`src/rtl/hazard_stall_unit_pkg.sv`:
```
// hazard_stall_unit_pkg: shared port type, bubble constant, forward-select
// encodings, mul/div FSM states and the register-match helper.
package hazard_stall_unit_pkg;

    typedef logic [5:0] port_t;

    localparam port_t NO_PORT = 6'b100000;
    localparam int    CNT_W   = 6;

    typedef enum logic [1:0] {
        FWD_RF = 2'b00,
        FWD_XM = 2'b01,
        FWD_MW = 2'b10
    } fwd_t;

    typedef enum logic {
        MD_IDLE = 1'b0,
        MD_BUSY = 1'b1
    } md_state_t;

    // A source hits a destination only when it really reads a non-$0 register.
    function automatic logic port_hit(input port_t src, input port_t dst);
        return !src[5] && src[4:0] != 5'd0 && src == dst;
    endfunction

endpackage

```
`src/rtl/hazard_stall_unit_multdiv_busy_ctr.sv`:
```
// multdiv_busy_ctr: mul/div occupancy FSM with its down-counter.
//   clock  : rising-edge clock
//   resetn : asynchronous active-low reset
//   issue  : a mul/div entry enters the execute slot this edge
//   busy   : FSM is in BUSY
//   last   : final BUSY cycle (counter at 0); the execute entry leaves on this edge
module multdiv_busy_ctr
    import hazard_stall_unit_pkg::*;
#(
    parameter int MD_LATENCY = 32
) (
    input  logic clock,
    input  logic resetn,
    input  logic issue,
    output logic busy,
    output logic last
);

    localparam logic [CNT_W-1:0] LOAD = CNT_W'(MD_LATENCY - 1);

    md_state_t        state, state_next;
    logic [CNT_W-1:0] cnt, cnt_next;

    always_ff @(posedge clock or negedge resetn) begin
        if (!resetn) begin
            state <= MD_IDLE;
            cnt   <= '0;
        end else begin
            state <= state_next;
            cnt   <= cnt_next;
        end
    end

    always_comb begin
        state_next = state;
        cnt_next   = cnt;
        state_next = state == MD_BUSY ? (cnt == '0 ? MD_IDLE : MD_BUSY)
                                      : (issue ? MD_BUSY : MD_IDLE);
        cnt_next   = state == MD_BUSY ? (cnt == '0 ? '0 : cnt - CNT_W'(1))
                                      : (issue ? LOAD : '0);
    end

    assign busy = state == MD_BUSY;
    assign last = busy && cnt == '0;

endmodule

```
`src/rtl/hazard_stall_unit.sv`:
```
// hazard_stall_unit: tracks X/M/W destination ports, raises stall on data
// hazards and mul/div occupancy, and produces operand forward selects.
//   clock, resetn            : clock, asynchronous active-low reset
//   decValid                 : decode instruction valid
//   decReadA, decReadB       : decode source ports (bit5=1 means no read)
//   decWrite                 : decode destination port
//   decIsLoad, decIsMultDiv  : decode instruction class
//   stall                    : hold PC and F/D, bubble into X
//   fwdA, fwdB               : operand selects for the instruction in X
//   exWrite, memWrite, wbWrite : tracked destination ports of X, M, W
// Build option: HAZARD_FORWARD_EN enables forwarding (stall only on load-use).
module hazard_stall_unit
    import hazard_stall_unit_pkg::*;
#(
    parameter int MD_LATENCY = 32
) (
    input  logic       clock,
    input  logic       resetn,
    input  logic       decValid,
    input  logic [5:0] decReadA,
    input  logic [5:0] decReadB,
    input  logic [5:0] decWrite,
    input  logic       decIsLoad,
    input  logic       decIsMultDiv,
    output logic       stall,
    output logic [1:0] fwdA,
    output logic [1:0] fwdB,
    output logic [5:0] exWrite,
    output logic [5:0] memWrite,
    output logic [5:0] wbWrite
);

    port_t ex_w, mem_w, wb_w;
    logic  ex_load;
    logic  md_busy, md_last, hold, enter, issue, haz, md_stall;
    logic  hit_xa, hit_xb, hit_ma, hit_mb;

    multdiv_busy_ctr #(.MD_LATENCY(MD_LATENCY)) u_md (
        .clock  (clock),
        .resetn (resetn),
        .issue  (issue),
        .busy   (md_busy),
        .last   (md_last)
    );

    assign hit_xa = port_hit(decReadA, ex_w);
    assign hit_xb = port_hit(decReadB, ex_w);
    assign hit_ma = port_hit(decReadA, mem_w);
    assign hit_mb = port_hit(decReadB, mem_w);

    // X is frozen until the last BUSY cycle; in that cycle the mul/div moves
    // on, so only a following mul/div (or a real hazard) must wait.
    assign hold     = md_busy && !md_last;
    assign md_stall = md_busy && (!md_last || (decValid && decIsMultDiv));
    assign stall    = md_stall || (decValid && haz);
    assign enter    = decValid && !stall;
    assign issue    = enter && decIsMultDiv;

    always_ff @(posedge clock or negedge resetn) begin
        if (!resetn) begin
            ex_w    <= NO_PORT;
            ex_load <= 1'b0;
            mem_w   <= NO_PORT;
            wb_w    <= NO_PORT;
        end else begin
            ex_w    <= hold ? ex_w : (enter ? decWrite : NO_PORT);
            ex_load <= hold ? ex_load : (enter && decIsLoad);
            mem_w   <= hold ? NO_PORT : ex_w;
            wb_w    <= mem_w;
        end
    end

`ifdef HAZARD_FORWARD_EN
    fwd_t fwd_a_d, fwd_b_d, fwd_a_q, fwd_b_q;

    assign haz = ex_load && (hit_xa || hit_xb);

    always_comb begin
        fwd_a_d = hit_xa ? FWD_XM : (hit_ma ? FWD_MW : FWD_RF);
        fwd_b_d = hit_xb ? FWD_XM : (hit_mb ? FWD_MW : FWD_RF);
    end

    always_ff @(posedge clock or negedge resetn) begin
        if (!resetn) begin
            fwd_a_q <= FWD_RF;
            fwd_b_q <= FWD_RF;
        end else if (!hold) begin
            fwd_a_q <= enter ? fwd_a_d : FWD_RF;
            fwd_b_q <= enter ? fwd_b_d : FWD_RF;
        end
    end

    assign fwdA = fwd_a_q;
    assign fwdB = fwd_b_q;
`else
    logic load_unused;

    assign haz         = hit_xa || hit_xb || hit_ma || hit_mb;
    assign load_unused = ex_load;
    assign fwdA        = FWD_RF;
    assign fwdB        = FWD_RF;
`endif

    assign exWrite  = ex_w;
    assign memWrite = mem_w;
    assign wbWrite  = wb_w;

endmodule
```
`config.mk`:
```
export PLATFORM = sky130hd
export DESIGN_NAME = hazard_stall_unit
export DESIGN_NICKNAME = d
export VERILOG_FILES = /design/src/rtl/hazard_stall_unit_pkg.sv /design/src/rtl/hazard_stall_unit_multdiv_busy_ctr.sv /design/src/rtl/hazard_stall_unit.sv
export SDC_FILE = /design/constraint.sdc
export NUM_CORES = 1
export LEC_CHECK = 0
export BUFFER_PORTS_ARGS = -buffer_cell sky130_fd_sc_hd__buf_4
export CAP_MARGIN = 20
export CORE_AREA = 10 10 69 59
export CTS_CLUSTER_DIAMETER = 80
export CTS_CLUSTER_SIZE = 12
export DETAILED_ROUTE_END_ITERATION = 16
export DIE_AREA = 0 0 79 69
export GPL_ROUTABILITY_DRIVEN = 0
export PLACE_DENSITY_LB_ADDON = 0.12
export SYNTH_ARGS = -nofsm -noshare
export SYNTH_HDL_FRONTEND = slang
export SYNTH_SLANG_ARGS = --single-unit
```
`constraint.sdc`:
```
create_clock -name clock -period 2.07 [get_ports clock]
set_input_delay 0.1035 -clock clock [delete_from_list [all_inputs] [get_ports clock]]
set_output_delay 0.1035 -clock clock [all_outputs]
set_load 0.01 [all_outputs]
```
==> Yosys cells after proc, flatten, opt, wreduce, memory -nomap -nowiden <==
Cells that the tools add are included.
{ "word_totals": {"word_cells": 43, "output_inout_bits": 23, "register_bits": 25, "inputBits": 23} }
{ "op_classes": {"n_addsub": 1, "eq_ne": 4, "n_mux": 8, "reduce_logical": 25} }
{ "ops": {"columns": ["op", "n"], "rows": [
  ["$eq 6x6->1", 4],
  ["$mux 6", 4],
  ["$logic_and 1x1->1", 13],
  ["$reduce_bool 5->1", 2],
  ["$logic_not 6->1", 1],
  ["$sub 6x1->6 const B", 1],
  ["$logic_or 1x1->1", 5],
  ["$mux 5", 1],
  ["$logic_not 1->1", 4],
  ["$mux 1", 3]
]} }

==> Depth between registers and ports, before layout <==
{ "depth": {"depth_word": 13, "ltp_mapped": 7, "depth_no_buf": 6} }

==> By module <==
From an unflattened synthesis, not the netlist that was laid out.
{ "unflattened": {"cells_unflattened": 125, "hier_area_um2": 1305.0} }
{ "by_module_without_submodules": {"columns": ["mod", "seq_area_each_um2", "n_inst", "cells_each", "area_each_um2"], "rows": [
  ["hazard_stall_unit", 454.2, 1, 93, 964.7],
  ["multdiv_busy_ctr", 175.2, 1, 32, 340.3]
]} }

==> Least setup slack after synthesis <==
No wires, ideal clock.
{ "synth_timing": {"path_type": "register to register", "start": "register ex_w[5] (netlist: exWrite[5])", "end": "register u_md.cnt[2]", "setup_time_ns": 0.101, "stages_incl_launch_ff": 7, "period_less_slack_ns": 1.543, "required_ns": 1.969, "t_arrival_ns": 1.442, "path_buffers": 1, "path_slack_ns": 0.527, "cell_sequence": "dfstp_2 > inv_1 > o21ai_0 > o22ai_1 > a22o_1 > buf_6 > o32ai_1"} }
{ "synth_via": {"elab_chain_len": 12, "elab_cells_between_ends": 14, "classes_between": "eq/ne: 2; mux: 2; reduce/logical: 10"} }
{ "synth_lines": {"columns": ["element", "line_no", "text"], "rows": [
  ["start: declaration", "hazard_stall_unit.sv:33", "port_t ex_w, mem_w, wb_w;"],
  ["start signal: assignment", "hazard_stall_unit.sv:66", "ex_w <= hold ? ex_w : (enter ? decWrite : NO_PORT);"],
  ["$eq 6x6->1", "hazard_stall_unit_pkg.sv:23", "return !src[5] && src[4:0] != 5'd0 && src == dst;"],
  ["$logic_and 1x1->1", "hazard_stall_unit_pkg.sv:23", null],
  ["$logic_or 1x1->1 (*) (3 in a row)", "hazard_stall_unit.sv:98", "assign haz = hit_xa || hit_xb || hit_ma || hit_mb;"],
  ["$logic_and 1x1->1 (*)", "hazard_stall_unit.sv:55", "assign stall = md_stall || (decValid && haz);"],
  ["$logic_or 1x1->1 (*)", "hazard_stall_unit.sv:55", null],
  ["$logic_not 1->1 (*)", "hazard_stall_unit.sv:56", "assign enter = decValid && !stall;"],
  ["$logic_and 1x1->1 (*)", "hazard_stall_unit.sv:56", null],
  ["$logic_and 1x1->1 (*)", "hazard_stall_unit.sv:57", "assign issue = enter && decIsMultDiv;"],
  ["$mux 5 (*)", "hazard_stall_unit_multdiv_busy_ctr.sv:40", ": (issue ? LOAD : '0);"],
  ["$mux 6 (*)", "hazard_stall_unit_multdiv_busy_ctr.sv:39", "cnt_next = state == MD_BUSY ? (cnt == '0 ? '0 : cnt - CNT_W'(1))"],
  ["via u_md.cnt_next[2]", "hazard_stall_unit_multdiv_busy_ctr.sv:22", "logic [CNT_W-1:0] cnt, cnt_next;"],
  ["end signal: assignment", "hazard_stall_unit_multdiv_busy_ctr.sv:30", "cnt <= cnt_next;"],
  ["end: declaration", "hazard_stall_unit_multdiv_busy_ctr.sv:22", null]
]} }
The timed path passes the listed nets; every way through them passes the cells marked *.
A chain may end at the register's enable or synchronous reset.

==> Worst setup path in the final report <==
{ "layout_timing": {"start": "register ex_w[5] (netlist: exWrite[5])", "end": "output stall"} }
{ "layout_via": {"elab_chain_len": 7, "elab_cells_between_ends": 9, "classes_between": "eq/ne: 2; reduce/logical: 7"} }
{ "layout_lines": {"columns": ["element", "line_no", "text"], "rows": [
  ["$eq 6x6->1", "hazard_stall_unit_pkg.sv:23", null],
  ["$logic_and 1x1->1", "hazard_stall_unit_pkg.sv:23", null],
  ["$logic_or 1x1->1 (*) (3 in a row)", "hazard_stall_unit.sv:98", null],
  ["$logic_and 1x1->1 (*)", "hazard_stall_unit.sv:55", null],
  ["$logic_or 1x1->1 (*)", "hazard_stall_unit.sv:55", null],
  ["end: declaration", "hazard_stall_unit.sv:25", "output logic stall,"]
]} }
Every way passes the cells marked *; elsewhere a longest branch is shown, timed or not.

==> key figures <==
Floorplan
  – Site Rows: 17
  – Die span in x: 79 um
  – Overall die area: 5450 sq um
  – Initial core utilization: 47.5%
  – I/O pins: 46
  – Die Height: 69 um
  – Core box area: 2720 sq um

Global route
  – Remaining global-route overflow: 0
  – First-pass GRT wire length: 5.26 mm
  – Initial antenna violation count: 0
  – Largest net degree at the start of global routing: 26
  – Vias in the first global route: 1071
  – Overall Global Routing Usage: 11.4%

Timing
  – Final TNS setup: 0 ns
  – Skew final: 0.00506 ns
  – Tmin final: 1.95 ns
  – Fin. Hold Viols: 0
  – Fmax: 0.512 GHz
  – Period utilisation layout: 94.4%
  – # setup viols final: 0
  – RSZ-0062 raised after global routing: no
  – Final Max Slew Viols: 0

Setup path
  – Critical path, cell by cell: inv_1 > o21ai_0 > o22ai_1 > a22o_4 > o22a_1 > buf_4
  – Crit Path Max Fanout: 13
  – Crit path launch type: flop
  – Critical-path top delay cell: dfstp_2
  – CP Capture Type: primary output
  – CP Class: flop to primary output
  – CP arrival: 1.85 ns
  – Worst path required time: 1.97 ns
  – Setup slack, reg-to-reg: 0.41 ns
  – Slowest cell delay on critical path: 0.59 ns

Synthesis
  – Biggest area consumer among synthesized cells: dfrtp_1
  – Synthesis warning total: 0
  – Ys async rst share: 100%
  – Synthesized area per cell: 10.2 sq um
  – Post-synthesis register bit count: 25
  – Synth area leaders: dfrtp_1 43%, xnor2_1 17%, dfstp_2 6.1%
  – Mapped cell area: 1290 sq um
  – Post-synth EDFFs: 0
  – Synth cell types: 26
  – Most instantiated library cell after synthesis: xnor2_1
  – Cells after Synth: 127
  – Seq/Total Area, Yosys: 48.7%
  – Post-synth top flop: dfrtp_1
  – Synth cell count leaders: 25 x xnor2_1, 22 x dfrtp_1, 20 x nand2_1
  – Synth top area share: 42.6%

Clock tree
  – Total CTS buffers: 3
  – CTS max path bufs: 2
  – H-tree levels: 1
  – Root Buffer: clkbuf_4
  – CTS clock-pin slew for the worst setup and hold paths: 0.12 ns
  – Num Clock Sinks: 25
  – Setup bufs post-CTS: 0
  – Clock latency on the worst-skew pair: 0.30 ns
  – CTS tree: yes

Routing
  – First DRT Iteration DRCs: 32
  – Final WL: 3.09 mm
  – Vias: 1015
  – Routed Antenna Nets: 0
  – DRC viols: 0
  – Number of detailed-route iterations in the first pass: 4
  – DR WL/cell: 15.1 um
  – Vias per inst: 4.95

Cells and area
  – Finished Core Util: 60.5%
  – ANT cells: 0
  – Layout cell share with drive strength beyond 1: 28.7%
  – Layout Nets: 193
  – Area Growth Syn to Fin: 27.5%

Job
  – Max-Cap Viols: 0

Run status
  – Status: complete, no violations

Power and ir drop
  – Cell Pwr Density: 1380 nW/um^2
  – Peak supply drop: 588 uV
  – Leakage power: 0.000750 uW

Hold path
  – Hold/Removal Path Class: primary input to flop

Place
  – DP HPWL: 2.47 mm
  – IO Port Bufs: 40
[cells by family after synthesis]
group | Yosys count | share of synthesized area, %
other cells | 1 | 0.290
fa+ha+maj | 2 | 1.94
xor+xnor | 27 | 18.3
buf+inv | 12 | 5.23
simple gates | 41 | 14.4
flops | 25 | 48.7
compound gates | 19 | 11.1
[what timing repair did]
item                       in CTS  in global routing
hold endpoints to repair       25                  0
resized for setup               1                  1
setup endpoints to repair       1                  1
hold buffers                    1                  0
[critical path, delay by kind of cell (launching register included)]
kind	cells	cell delay, ns
flip-flops	1	0.59
buffers and inverters	2	0.20
AO/OA/AOI/OAI	4	0.76
[power breakdown]
part	total, uW	switching (uW)	internal [uW]
Clock	208	133	75.1
Sequential	965	251	714
Combinational	1110	522	585
[layout make-up]
type | instances | area, sq um
Inverter | 3 | 11.3
Fill cell | 250 | 1070
Timing Repair Buffer | 42 | 318
Clock buffer | 4 | 26.3
Tap cell | 38 | 47.5
Multi-Input combinational cell | 93 | 616
Sequential cell | 25 | 629
[cells in the final DEF, fill, tap and decap left out, types with 3 or more instances in the layout]
cell type and n:
nand2_1 20, o32ai_1 5, dfstp_2 3, dfrtp_1 22, clkbuf_4 3, and2_1 6
xnor2_1 25, o31ai_1 6, inv_1 3, nor2_1 6, buf_4 41, conb_1 4
nand4_1 4, nor3_1 3
[registers in the layout, indices dropped and copies added, names as in the netlist]
name,flops
exWrite,6
memWrite,6
u_md.cnt,6
wbWrite,6
u_md.busy,1
[final timing paths]
| check | endpoint | start | cells past startpoint |
|---|---|---|---|
| max | stall | exWrite[5] | 6 |
| min | exWrite[1] | decWrite[1] | 3 |
| max reg2reg | exWrite[5] | exWrite[5] | 5 |
| min reg2reg | wbWrite[5] | memWrite[5] | 0 |
| max in group asynchronous | exWrite[5] | resetn | 2 |
| min in group asynchronous | u_md.cnt[5] | resetn | 2 |
[stage by stage]
| step | power [uW] | cell area (sq um) | setup WS (ns) | hold WS (ns) | instances |
|---|---|---|---|---|---|
| floorplan | 1620 | 1300 | 0.527 | -0.192 | 130 |
| global placement | 2060 | 1600 | 0.281 | 0.0204 | 200 |
| detailed placement | 2090 | 1600 | 0.284 | 0.0226 | 200 |
| CTS | 2300 | 1640 | 0.0748 | 0.0345 | 205 |
| global route | 2480 | 1650 | 0.0236 | 0.0266 | 205 |
| finish | 2280 | 1650 | 0.116 | 0.0409 | 205 |
[routing by layer]
metal	wire, um	GRT usage (%)	up-vias
li1	-	-	503
met1	1460	15.2	469
met2	1320	16.4	41
met3	293	5.94	2
met4	12	1.38	0
met5	0	0	-
Note: power is estimated with default switching activity, not from simulation.
